## src/rtl/bram_pkg.sv

```systemverilog
// Shared constants and types for the two-port BRAM arbiter.
`timescale 1ns/10ps
package bram_pkg;
    localparam int ADDR_W_DEF = 8;
    localparam int DATA_W_DEF = 8;
    localparam int NUM_PORTS  = 2;

    typedef enum logic {
        OP_READ  = 1'b0,
        OP_WRITE = 1'b1
    } op_e;

    // With two ports the pointer simply flips to the port that just lost.
    function automatic logic other_port(input logic port);
        return ~port;
    endfunction
endpackage

```

## src/rtl/bram_arbiter_rr_arb2.sv

```systemverilog
// Two-way round-robin selector: eligible vector plus priority pointer to one-hot grant.
`timescale 1ns/10ps
module rr_arb2
    import bram_pkg::*;
(
    input  logic [NUM_PORTS-1:0] elig_i,
    input  logic                 ptr_i,
    output logic [NUM_PORTS-1:0] grant_o
);
    always_comb begin
        grant_o = '0;
        case (elig_i)
            2'b01:   grant_o = 2'b01;
            2'b10:   grant_o = 2'b10;
            2'b11:   grant_o = ptr_i ? 2'b10 : 2'b01;
            default: grant_o = '0;
        endcase
    end
endmodule

```

## src/rtl/bram_arbiter.sv

```systemverilog
// Two-port arbiter onto a single simple-dual-port BRAM; one op issued per cycle at most.
`timescale 1ns/10ps
module bram_arbiter
    import bram_pkg::*;
#(
    parameter int ADDR_W = ADDR_W_DEF,
    parameter int DATA_W = DATA_W_DEF
) (
    input  logic              clk,
    input  logic              rst_n,
    input  logic              req0,
    input  logic              we0,
    input  logic [ADDR_W-1:0] addr0,
    input  logic [DATA_W-1:0] wdata0,
    input  logic              req1,
    input  logic              we1,
    input  logic [ADDR_W-1:0] addr1,
    input  logic [DATA_W-1:0] wdata1,
    output logic              gnt0,
    output logic              gnt1,
    output logic              rvalid0,
    output logic              rvalid1,
    output logic [DATA_W-1:0] rdata0,
    output logic [DATA_W-1:0] rdata1,
    output logic              mem_w_en,
    output logic              mem_r_en,
    output logic [ADDR_W-1:0] mem_w_addr,
    output logic [ADDR_W-1:0] mem_r_addr,
    output logic [DATA_W-1:0] mem_w_data,
    input  logic [DATA_W-1:0] mem_r_data
);
    logic [NUM_PORTS-1:0] gnt_q, gnt_d;
    logic [NUM_PORTS-1:0] rvalid_q, rvalid_d;
    logic [NUM_PORTS-1:0] elig, grant;
    logic                 ptr_q, ptr_d;
    logic                 w_en_q, w_en_d;
    logic                 r_en_q, r_en_d;
    logic [ADDR_W-1:0]    w_addr_q, w_addr_d;
    logic [ADDR_W-1:0]    r_addr_q, r_addr_d;
    logic [DATA_W-1:0]    w_data_q, w_data_d;
    logic                 sel_port;
    op_e                  sel_op;
    logic [ADDR_W-1:0]    sel_addr;
    logic [DATA_W-1:0]    sel_wdata;

    // A port being issued this cycle is masked so one request is never issued twice.
    assign elig = {req1 & ~gnt_q[1], req0 & ~gnt_q[0]};

    rr_arb2 u_rr_arb2 (
        .elig_i  (elig),
        .ptr_i   (ptr_q),
        .grant_o (grant)
    );

    always_comb begin
        sel_port  = grant[1];
        sel_op    = op_e'(sel_port ? we1 : we0);
        sel_addr  = sel_port ? addr1 : addr0;
        sel_wdata = sel_port ? wdata1 : wdata0;

        gnt_d    = grant;
        ptr_d    = ptr_q;
        w_en_d   = 1'b0;
        r_en_d   = 1'b0;
        w_addr_d = w_addr_q;
        w_data_d = w_data_q;
        r_addr_d = r_addr_q;
        // Memory returns data the cycle after the read strobe; tag it with the issuing port.
        rvalid_d = gnt_q & {NUM_PORTS{r_en_q}};

        if (|grant) begin
            ptr_d = other_port(sel_port);
            if (sel_op == OP_WRITE) begin
                w_en_d   = 1'b1;
                w_addr_d = sel_addr;
                w_data_d = sel_wdata;
            end else begin
                r_en_d   = 1'b1;
                r_addr_d = sel_addr;
            end
        end
    end

    always_ff @(posedge clk or negedge rst_n) begin
        if (!rst_n) begin
            gnt_q    <= '0;
            rvalid_q <= '0;
            ptr_q    <= 1'b0;
            w_en_q   <= 1'b0;
            r_en_q   <= 1'b0;
            w_addr_q <= '0;
            w_data_q <= '0;
            r_addr_q <= '0;
        end else begin
            gnt_q    <= gnt_d;
            rvalid_q <= rvalid_d;
            ptr_q    <= ptr_d;
            w_en_q   <= w_en_d;
            r_en_q   <= r_en_d;
            w_addr_q <= w_addr_d;
            w_data_q <= w_data_d;
            r_addr_q <= r_addr_d;
        end
    end

    assign gnt0       = gnt_q[0];
    assign gnt1       = gnt_q[1];
    assign rvalid0    = rvalid_q[0];
    assign rvalid1    = rvalid_q[1];
    assign rdata0     = mem_r_data;
    assign rdata1     = mem_r_data;
    assign mem_w_en   = w_en_q;
    assign mem_r_en   = r_en_q;
    assign mem_w_addr = w_addr_q;
    assign mem_w_data = w_data_q;
    assign mem_r_addr = r_addr_q;
endmodule

```

## config.mk

```make
export PLATFORM = sky130hd
export DESIGN_NAME = bram_arbiter
export DESIGN_NICKNAME = d
export VERILOG_FILES = /design/src/rtl/bram_pkg.sv /design/src/rtl/bram_arbiter_rr_arb2.sv /design/src/rtl/bram_arbiter.sv
export SDC_FILE = /design/constraint.sdc
export NUM_CORES = 1
export LEC_CHECK = 0
export CELL_PAD_IN_SITES_DETAIL_PLACEMENT = 0
export CELL_PAD_IN_SITES_GLOBAL_PLACEMENT = 1
export CORE_MARGIN = 2
export CORE_UTILIZATION = 28
export CTS_CLUSTER_SIZE = 10
export DETAILED_ROUTE_END_ITERATION = 7
export MAX_ROUTING_LAYER = met4
export PLACE_DENSITY_LB_ADDON = 0.05
export SETUP_SLACK_MARGIN = 0.3
export SYNTH_ARGS = -nofsm -noshare
export SYNTH_HDL_FRONTEND = slang
export SYNTH_SLANG_ARGS = --single-unit
```

## constraint.sdc

```tcl
create_clock -name clk -period 2 [get_ports clk]
set_clock_uncertainty 0.1 [all_clocks]
set_input_delay 0.4 -clock clk [delete_from_list [all_inputs] [get_ports clk]]
set_output_delay 0.4 -clock clk [all_outputs]
set_load 0.005 [all_outputs]
```

### After elaboration in Yosys (flattened, before gate mapping)

Cells that the tools add are included.

* register bits: 31
* input port bits: 46
* output and inout bits: 46
* logic and storage cells: 30

* equality and inequality tests: 3
* muxes and demuxes: 9
* bitwise gates (word level): 7
* reductions and logical operators: 3

Operators with widths (number)
* $mux W8: 2
* $pmux W2 S3: 1
* $mux W1: 5
* $eq A2 B2 Y1 const B: 2
* $not A1 Y1: 4
* $reduce_and A2 Y1: 2
* $and A1 B1 Y1: 2
* $and A2 B2 Y2: 1
* $eq A2 B1 Y1 const B: 1
* $mux W2: 1
* $reduce_or A2 Y1: 1

### Logic depth before layout (Yosys ltp)

Gate-level depths: netlist of the first run.

* depth after elaboration: 7
* depth in mapped cells: 6
* depth with buffers taken out: 3

### Cells and area by module

A second synthesis of the first run with hierarchy kept.

* cells, all modules: 162
* area total of the unflattened synthesis: 1766.7 um2

Modules (own cells, without submodules)
* bram_arbiter: times used 1, cells an instance 159, area an instance 1747.9 um2, sequential area each 775.7 um2
* rr_arb2: times used 1, cells an instance 3, area an instance 18.8 um2, sequential area each 0.0 um2

### Worst setup path after synthesis of the first run

Ideal clock, no wire load.

* path kind: register -> register
* start point: reg gnt_q[1]
* end point: reg r_addr_q[7], in the netlist mem_r_addr[7]
* library setup time: 0.082 ns
* arrival time: 1.511 ns
* required time: 1.818 ns
* slack: 0.307 ns
* stages on the path, launching flop included: 6
* path buffers: 2
* clock period less this slack: 1.693 ns
* path through: dfrtp_1 -> or3b_1 -> buf_6 -> buf_6 -> or3b_1 -> a31oi_1

* longest elaborated chain between the ends: 7
* elaborated cells on any way between the ends: 11
* those cells by class: eq/ne: 3; mux: 3; bitwise: 3; reduce/logical: 2

RTL lines
* start: declaration: RTL line bram_arbiter.sv:32 `logic [NUM_PORTS-1:0] gnt_q, gnt_d;`
* start signal: assignment: RTL line bram_arbiter.sv:95 `gnt_q <= gnt_d;`
* $not A1 Y1 *: RTL line bram_arbiter.sv:47 `assign elig = {req1 & ~gnt_q[1], req0 & ~gnt_q[0]};`
* $and A1 B1 Y1 *: RTL line bram_arbiter.sv:47
* $eq A2 B2 Y1 / $eq A2 B1 Y1 (equally long branches): RTL line bram_arbiter_rr_arb2.sv:12 `case (elig_i)`
* $pmux W2 S3 *: RTL line bram_arbiter_rr_arb2.sv:12
* $mux W1: RTL line bram_arbiter.sv:57 `sel_op = op_e'(sel_port ? we1 : we0);`
* $not A1 Y1 (no line)
* $reduce_and A2 Y1 (no line)
* end signal: assignment: RTL line bram_arbiter.sv:102 `r_addr_q <= r_addr_d;`
* end: declaration: RTL line bram_arbiter.sv:39 `logic [ADDR_W-1:0] r_addr_q, r_addr_d;`

Mark *: on every way between the ends. The rest lies on a longest branch, timed or not.
A chain may end at the register's enable or synchronous reset.

### Final worst setup path of the first run

* start point: reg gnt_q[1]
* end point: reg r_addr_q[2], in the netlist mem_r_addr[2]

Same word-level chain as after synthesis.

==> results of run 1 <==
==> timing repair <==
| item | in CTS | in global routing |
|---|---|---|
| setup endpoints to repair | 27 | 24 |
| setup buffers | 4 | 1 |
| pin swaps | 5 | 13 |
| gates resized for setup | 8 | 21 |
| cloned | 2 | 0 |
| hold buffers | 0 | 0 |
==> where the power goes <==
part / internal [mW] / switching [mW] / leakage (nW) / total (mW)
Sequential: 0.816 / 0.109 / 0.366 / 0.926
Clock: 0.314 / 0.229 / 0.0515 / 0.543
Combinational: 0.597 / 0.386 / 0.624 / 0.983
Total: 1.73 / 0.724 / 1.04 / 2.45
==> stage by stage <==
| stage | area [µm²] | std cells | power [mW] | setup slack [ns] | hold slack [ns] |
|---|---|---|---|---|---|
| finish | 2620 | 316 | 2.45 | 0.284 | 0.419 |
| CTS | 2540 | 315 | 2.45 | 0.257 | 0.425 |
| floorplan | 1700 | 177 | 1.28 | 0.307 | 0.00441 |
| global placement | 2400 | 301 | 1.85 | -0.211 | 0.430 |
| detailed placement | 2400 | 301 | 1.87 | -0.250 | 0.417 |
| global route | 2620 | 316 | 2.63 | 0.234 | 0.450 |
==> layer usage <==
metal  part of all wire  GRT usage  wire [µm]
met5                  0          -          0
met4             0.0096     0.0517         51
met3              0.071     0.0451        377
met2               0.49      0.279       2580
met1               0.43      0.222       2310
==> kinds of logic (layout without fill, tap and decap cells) <==
group,count (synthesis),after routing
compound gates,51,51
buf+inv,34,98
flops,31,31
simple gates,61,61
==> registers in the layout, summed over array words and instances (netlist names) <==
name / cells
gnt_q: 2
mem_r_addr: 8
mem_w_addr: 8
mem_w_data: 8
mem_r_en: 1
ptr_q: 1
rvalid_q: 2
mem_w_en: 1
==> how the worst max path moves through the flow <==
stage / start / to / depth (start not counted)
global placement: req1 / mem_r_addr[2]$_DFFE_PN0P_ / 5
CTS: gnt_q[1]$_DFF_PN0_ / mem_r_addr[2]$_DFFE_PN0P_ / 4
floorplan: gnt_q[1]$_DFF_PN0_ / mem_r_addr[7]$_DFFE_PN0P_ / 5
global route: gnt_q[1]$_DFF_PN0_ / mem_r_addr[2]$_DFFE_PN0P_ / 4
detailed placement: req1 / mem_r_addr[2]$_DFFE_PN0P_ / 5
finish: gnt_q[1]$_DFF_PN0_ / mem_r_addr[2]$_DFFE_PN0P_ / 4
==> critical path, delay by kind of cell, from the launching register on <==
family                 cells  cell delay, ns
AND/OR/NAND/NOR            2            0.81
AO/OA/AOI/OAI              1            0.18
flip-flops                 1            0.40
buffers and inverters      1            0.15
==> cell type report <==
| class | count | share of cell area |
|---|---|---|
| timing repair buffer | 90 | 0.333 |
| clock buffer | 8 | 0.0383 |
| tap | 75 | 0.0359 |
| multi-input combinational | 112 | 0.296 |
| sequential | 31 | 0.297 |
==> cells in the final DEF (no fill, tap or decap) <==
cell type	n
clkdlybuf4s50_1	60
dfrtp_1	30
nor3_1	24
o21ai_0	22
a31oi_1	21
buf_4	17
or3b_2	16
or3b_4	7
clkbuf_8	7
dlygate4sd2_1	4
buf_6	4
o21ai_1	3
or3b_1	3
dlymetal6s2s_1	3
nand3b_1	2
a31oi_2	2
and3b_1	1
nor3b_1	1
and2_1	1
or2b_2	1
nor3b_4	1
nor2_1	1
and2_2	1
or2_1	1
or2_0	1
a21o_1	1
o21ai_2	1
a31oi_4	1
clkbuf_1	1
buf_2	1
dfrtp_2	1
buf_12	1
==> run_results.csv, run 1 <==
group,metric,value,unit
floorplanning,placementRows,28,
timing,hold_viol,0,
drt,vias_per_cell,5.17,
critical_path,critPathKind,"reg2reg",
synth,yosysMostFrequentCell,"dfrtp_1",
timing,setup_viol,0,
synth,synth_top_area_share,0.457,
floorplanning,start_util,0.289,
cells_and_area,multi_input_area,773,µm²
drt,first_pass_iters,4,
grt,grt_max_degree,39,
drt,drt_iter0_drc,59,
critical_path,rrSetupSlack,0.28,ns
timing,setup_tns,0,ns
cells_and_area,drive_gt1_frac,0.253,
cts,cts_root_buf,"clkbuf_8",
critical_path,r2r-end,"mem_r_addr[2]$_DFFE_PN0P_",
cts,path_clk_slew,0.07,ns
synth,synth_cell_types,21,
cells_and_area,diodes,0,
place,port_buffers,67,
pwr,p_per_area,938,nW/µm²
drt,route.detailed.drc,0,
grt,overflow,0,
timing,slew_viol_final,0,
cts,cts.path.max_buffers,2,
timing,max_clock_freq,583,MHz
cts,numCtsBuffers,5,
timing,fin_crit,1.72,ns
floorplanning,die-area,6710,µm²
critical_path,critPathMaxFanout,5,
synth,syn_area,1700,µm²
cells_and_area,final_core_util,0.444,
cts,clk_latency,0.28,ns
critical_path,crit_chain,"or3b_4 > buf_6 > or3b_4 > a31oi_4",
cells_and_area,nets,286,
floorplanning,die_h,81.9,µm
synth,synthMuxAreaShare,0,
floorplanning,io_pins,92,
critical_path,slowest_stage,"or3b_4",
cts,cts.htree.levels,2,
timing,relSlewSlack,0.725,
grt,grt_pass1_vias,1681,
cells_and_area,syn_to_final_growth,53.9,%
synth,synth_xor_area_frac,0,
synth,yosys-top-cells-count,"31 x dfrtp_1, 26 x o21ai_0, 24 x a31oi_1, 24 x nor3_1, 20 x or3b_2",
synth,syn_area_per_cell,9.60,µm²
critical_path,r2r-start,"gnt_q[1]$_DFF_PN0_",
critical_path,startpoint_type,"flip-flop",
cts,clock-sinks,31,
worst_hold_path,min_path_type,"in2async",
place,place_hpwl,3550,µm
grt,grt.total_usage,0.176,
synth,synth-compound-area-share,0.169,
timing,tightest_slew,0.413,ns
pwr,ir_drop,0.357,mV
critical_path,crit_arrival,1.82,ns
synth,synth_fp_nets,223,
drt,routed_wl,5320,µm
synth,ys_ff_latch,31,
synth,synthSimpleGateAreaFrac,0.253,
timing,rsz0062_at_grt,"yes",
drt,via_count,1633,
critical_path,rr_worst_depth,4,
critical_path,endpoint_kind,"flip-flop",
cells_and_area,fillers,575,
cells_and_area,seq_area,777,µm²
cts,cts_tree,"done",
synth,syn_inst,177,
run_status,status,"complete, no violations",
grt,antenna_found_initial,0,
flow_run,maxCapViolations,0,
synth,yosys.area_share.adder,0,
critical_path,crit_path_frequent_cell,"or3b_4",
critical_path,slowest_delay,0.43,ns
drt,ant_nets,0,
grt,grt_pass1_wl,8580,µm
critical_path,cp.required,2.11,ns
synth,yosys_most_used_dff,"dfrtp_1",
synth,yosysSeqAreaShare,0.457,
synth,yosys_warnings,0,
synth,synth_top_family_by_area,"simple AND/OR/NAND/NOR gates",
synth,synth_edf_count,0,
pwr,cellLeakagePower,1.04,nW
place,gp_congestion,0.741,
synth,yosys.area.top_type,"dfrtp_1",
synth,synthArstFlopShare,1.00,
floorplanning,core_area,5890,µm²
timing,fin_crit_sh,0.858,
drt,wl_per_cell,16.8,µm
floorplanning,die_w,81.9,µm
synth,synth_area_leaders,"dfrtp_1 46%, or3b_2 10%, a31oi_1 8.8%, o21ai_0 7.7%, nor3_1 7.1%",
No activity file was read; power rests on OpenSTA's default activity.
==> inputs of run 2 (changes only) <==
- HOLD_SLACK_MARGIN: unset -> 0.08
==> results of run 2 <==
Final layout, timing and power as in run 1 (identical DEF).
==> inputs of run 3 (changes only) <==
- PLACE_DENSITY: unset -> 0.9
- PLACE_DENSITY_LB_ADDON: 0.05 -> unset
==> run 3 against run 2 <==
- critical path type unchanged
- clock-buffer cell count did not move
- critical path depth unchanged
- fmax rose by 1.5%
- sequential power about the same
- register-to-register slack better by 0.03 ns
- critical endpoint is now mem_r_addr[5]$_DFFE_PN0P_
==> run_results.csv, run 3 (same netlist as run 1, synthesis figures left out) <==
group,metric,value,unit
floorplanning,start_util,0.289,
critical_path,slowest_delay,0.42,ns
pwr,power_frac_clock,0.229,
cells_and_area,final_common_cell,"clkdlybuf4s50_1",
pwr,power_frac_comb,0.391,
grt,grt.total_usage,0.166,
timing,fin_crit_sh,0.845,
grt,grt_max_degree,38,
cts,clk_latency,0.29,ns
pwr,ir_drop,0.387,mV
drt,first_pass_iters,4,
critical_path,crit_chain,"or3b_4 > buf_6 > or3b_1 > a31oi_2",
timing,slew_viol_final,0,
cells_and_area,final_core_util,0.442,
cts,cts.path.max_buffers,2,
drt,via_count,1570,
critical_path,critPathMaxFanout,5,
drt,routed_wl,5120,µm
grt,overflow,0,
timing,relSlewSlack,0.515,
cells_and_area,syn_to_final_growth,53.1,%
drt,ant_nets,0,
cells_and_area,drive_gt1_frac,0.247,
critical_path,cp.required,2.11,ns
cts,numCtsBuffers,5,
pwr,p_per_area,938,nW/µm²
floorplanning,die-area,6710,µm²
timing,tightest_slew,0.727,ns
timing,whs,0.0612,ns
cells_and_area,stdcell_count,314,
critical_path,critPathKind,"reg2reg",
cts,path_clk_slew,0.07,ns
drt,route.detailed.drc,0,
place,place_hpwl,3420,µm
timing,rsz0062_at_grt,"yes",
cts,clock-sinks,31,
critical_path,path_delay_family,"simple AND/OR/NAND/NOR gates",
place,dp.cells,300,
cts,cts_root_buf,"clkbuf_8",
pwr,power.internal,1.71,mW
pwr,sw_frac_of_total,0.299,
timing,setup_tns,0,ns
floorplanning,die_w,81.9,µm
cells_and_area,final_cell_mix,"55 x clkdlybuf4s50_1, 30 x dfrtp_1, 24 x nor3_1",
pwr,cellLeakagePower,1.06,nW
floorplanning,io_pins,92,
drt,drt_iter0_drc,83,
drt,vias_per_cell,5.00,
timing,max_clock_freq,592,MHz
critical_path,startpoint_type,"flip-flop",
cts,cts_tree,"done",
critical_path,slowest_stage,"dfrtp_1",
floorplanning,core_area,5890,µm²
critical_path,critical_path.n_buffers_inverters,1,
cells_and_area,diodes,0,
grt,grt_pass1_wl,8070,µm
cells_and_area,nets,284,
critical_path,crit_arrival,1.80,ns
drt,wl_per_cell,16.3,µm
critical_path,endpoint_kind,"flip-flop",
run_status,status,"complete, no violations",
place,port_buffers,67,
floorplanning,placementRows,28,
worst_hold_path,min_path_type,"in2async",
timing,hold_viol,0,
grt,antenna_found_initial,0,
timing,fin_crit,1.69,ns
flow_run,maxCapViolations,0,
pwr,seq_power_share,0.380,
grt,grt_pass1_vias,1576,
pwr,switchingPower,0.729,mW
place,gp_congestion,0.772,
floorplanning,die_h,81.9,µm
timing,setup_viol,0,
cts,cts.htree.levels,2,
-- run 3: worst paths after layout --
kind                                    start                   endpoint  slack (ns)  cells past startpoint
max                        gnt_q[1]$_DFF_PN0_  mem_r_addr[5]$_DFFE_PN0P_        0.31                      4
max in group asynchronous               rst_n         gnt_q[0]$_DFF_PN0_        1.23                      1
min                                     rst_n  mem_w_data[3]$_DFFE_PN0P_        0.06                      1
max reg2reg                gnt_q[1]$_DFF_PN0_  mem_r_addr[5]$_DFFE_PN0P_        0.31                      4
min reg2reg                mem_r_en$_DFF_PN0_      rvalid_q[0]$_DFF_PN0_        0.42                      1
min in group clk           mem_r_en$_DFF_PN0_      rvalid_q[0]$_DFF_PN0_        0.42                      1
-- run 3: through the flow --
step	worst slack, ns	area, µm²	total power, mW
floorplan	0.307	1700	1.28
global placement	-0.210	2400	1.85
detailed placement	-0.247	2400	1.87
CTS	0.309	2550	2.45
global route	0.247	2600	2.61
finish	0.309	2600	2.44
-- run 3: power by group through the flow --
stage / logic (mW) / clock network (mW) / registers [mW]
finish: 0.954 / 0.560 / 0.927
global route: 1.06 / 0.594 / 0.956
CTS: 0.951 / 0.571 / 0.933
detailed placement: 0.931 / 0 / 0.940
global placement: 0.910 / 0 / 0.937
floorplan: 0.349 / 0 / 0.932
-- run 3: area by class of cell --
| class | count | area [µm²] |
|---|---|---|
| Clock buffer | 8 | 100 |
| Fill cell | 590 | 3280 |
| Multi-Input combinational cell | 112 | 761 |
| Sequential cell | 31 | 777 |
| Tap cell | 75 | 93.8 |
| Timing Repair Buffer | 88 | 870 |
-- run 3: worst register-to-register path: stages, from the launching register on --
cell and delay (ns):
dfrtp_1 0.42, or3b_4 0.42, buf_6 0.15, or3b_1 0.36, a31oi_2 0.15
-- run 3: what timing repair did --
action,CTS,global route
pin swaps,6,4
resized for setup,17,15
setup buffers,2,2
hold buffers,0,0
setup endpoints to repair,27,24
cloned,2,0
-- run 3: layer usage --
layer | up-vias | share of wire | GRT usage
met1 | 742 | 0.44 | 0.213
li1 | 757 | - | -
met3 | 9 | 0.069 | 0.0451
met2 | 62 | 0.48 | 0.252
met5 | - | 0 | -
met4 | 0 | 0.015 | 0.0583
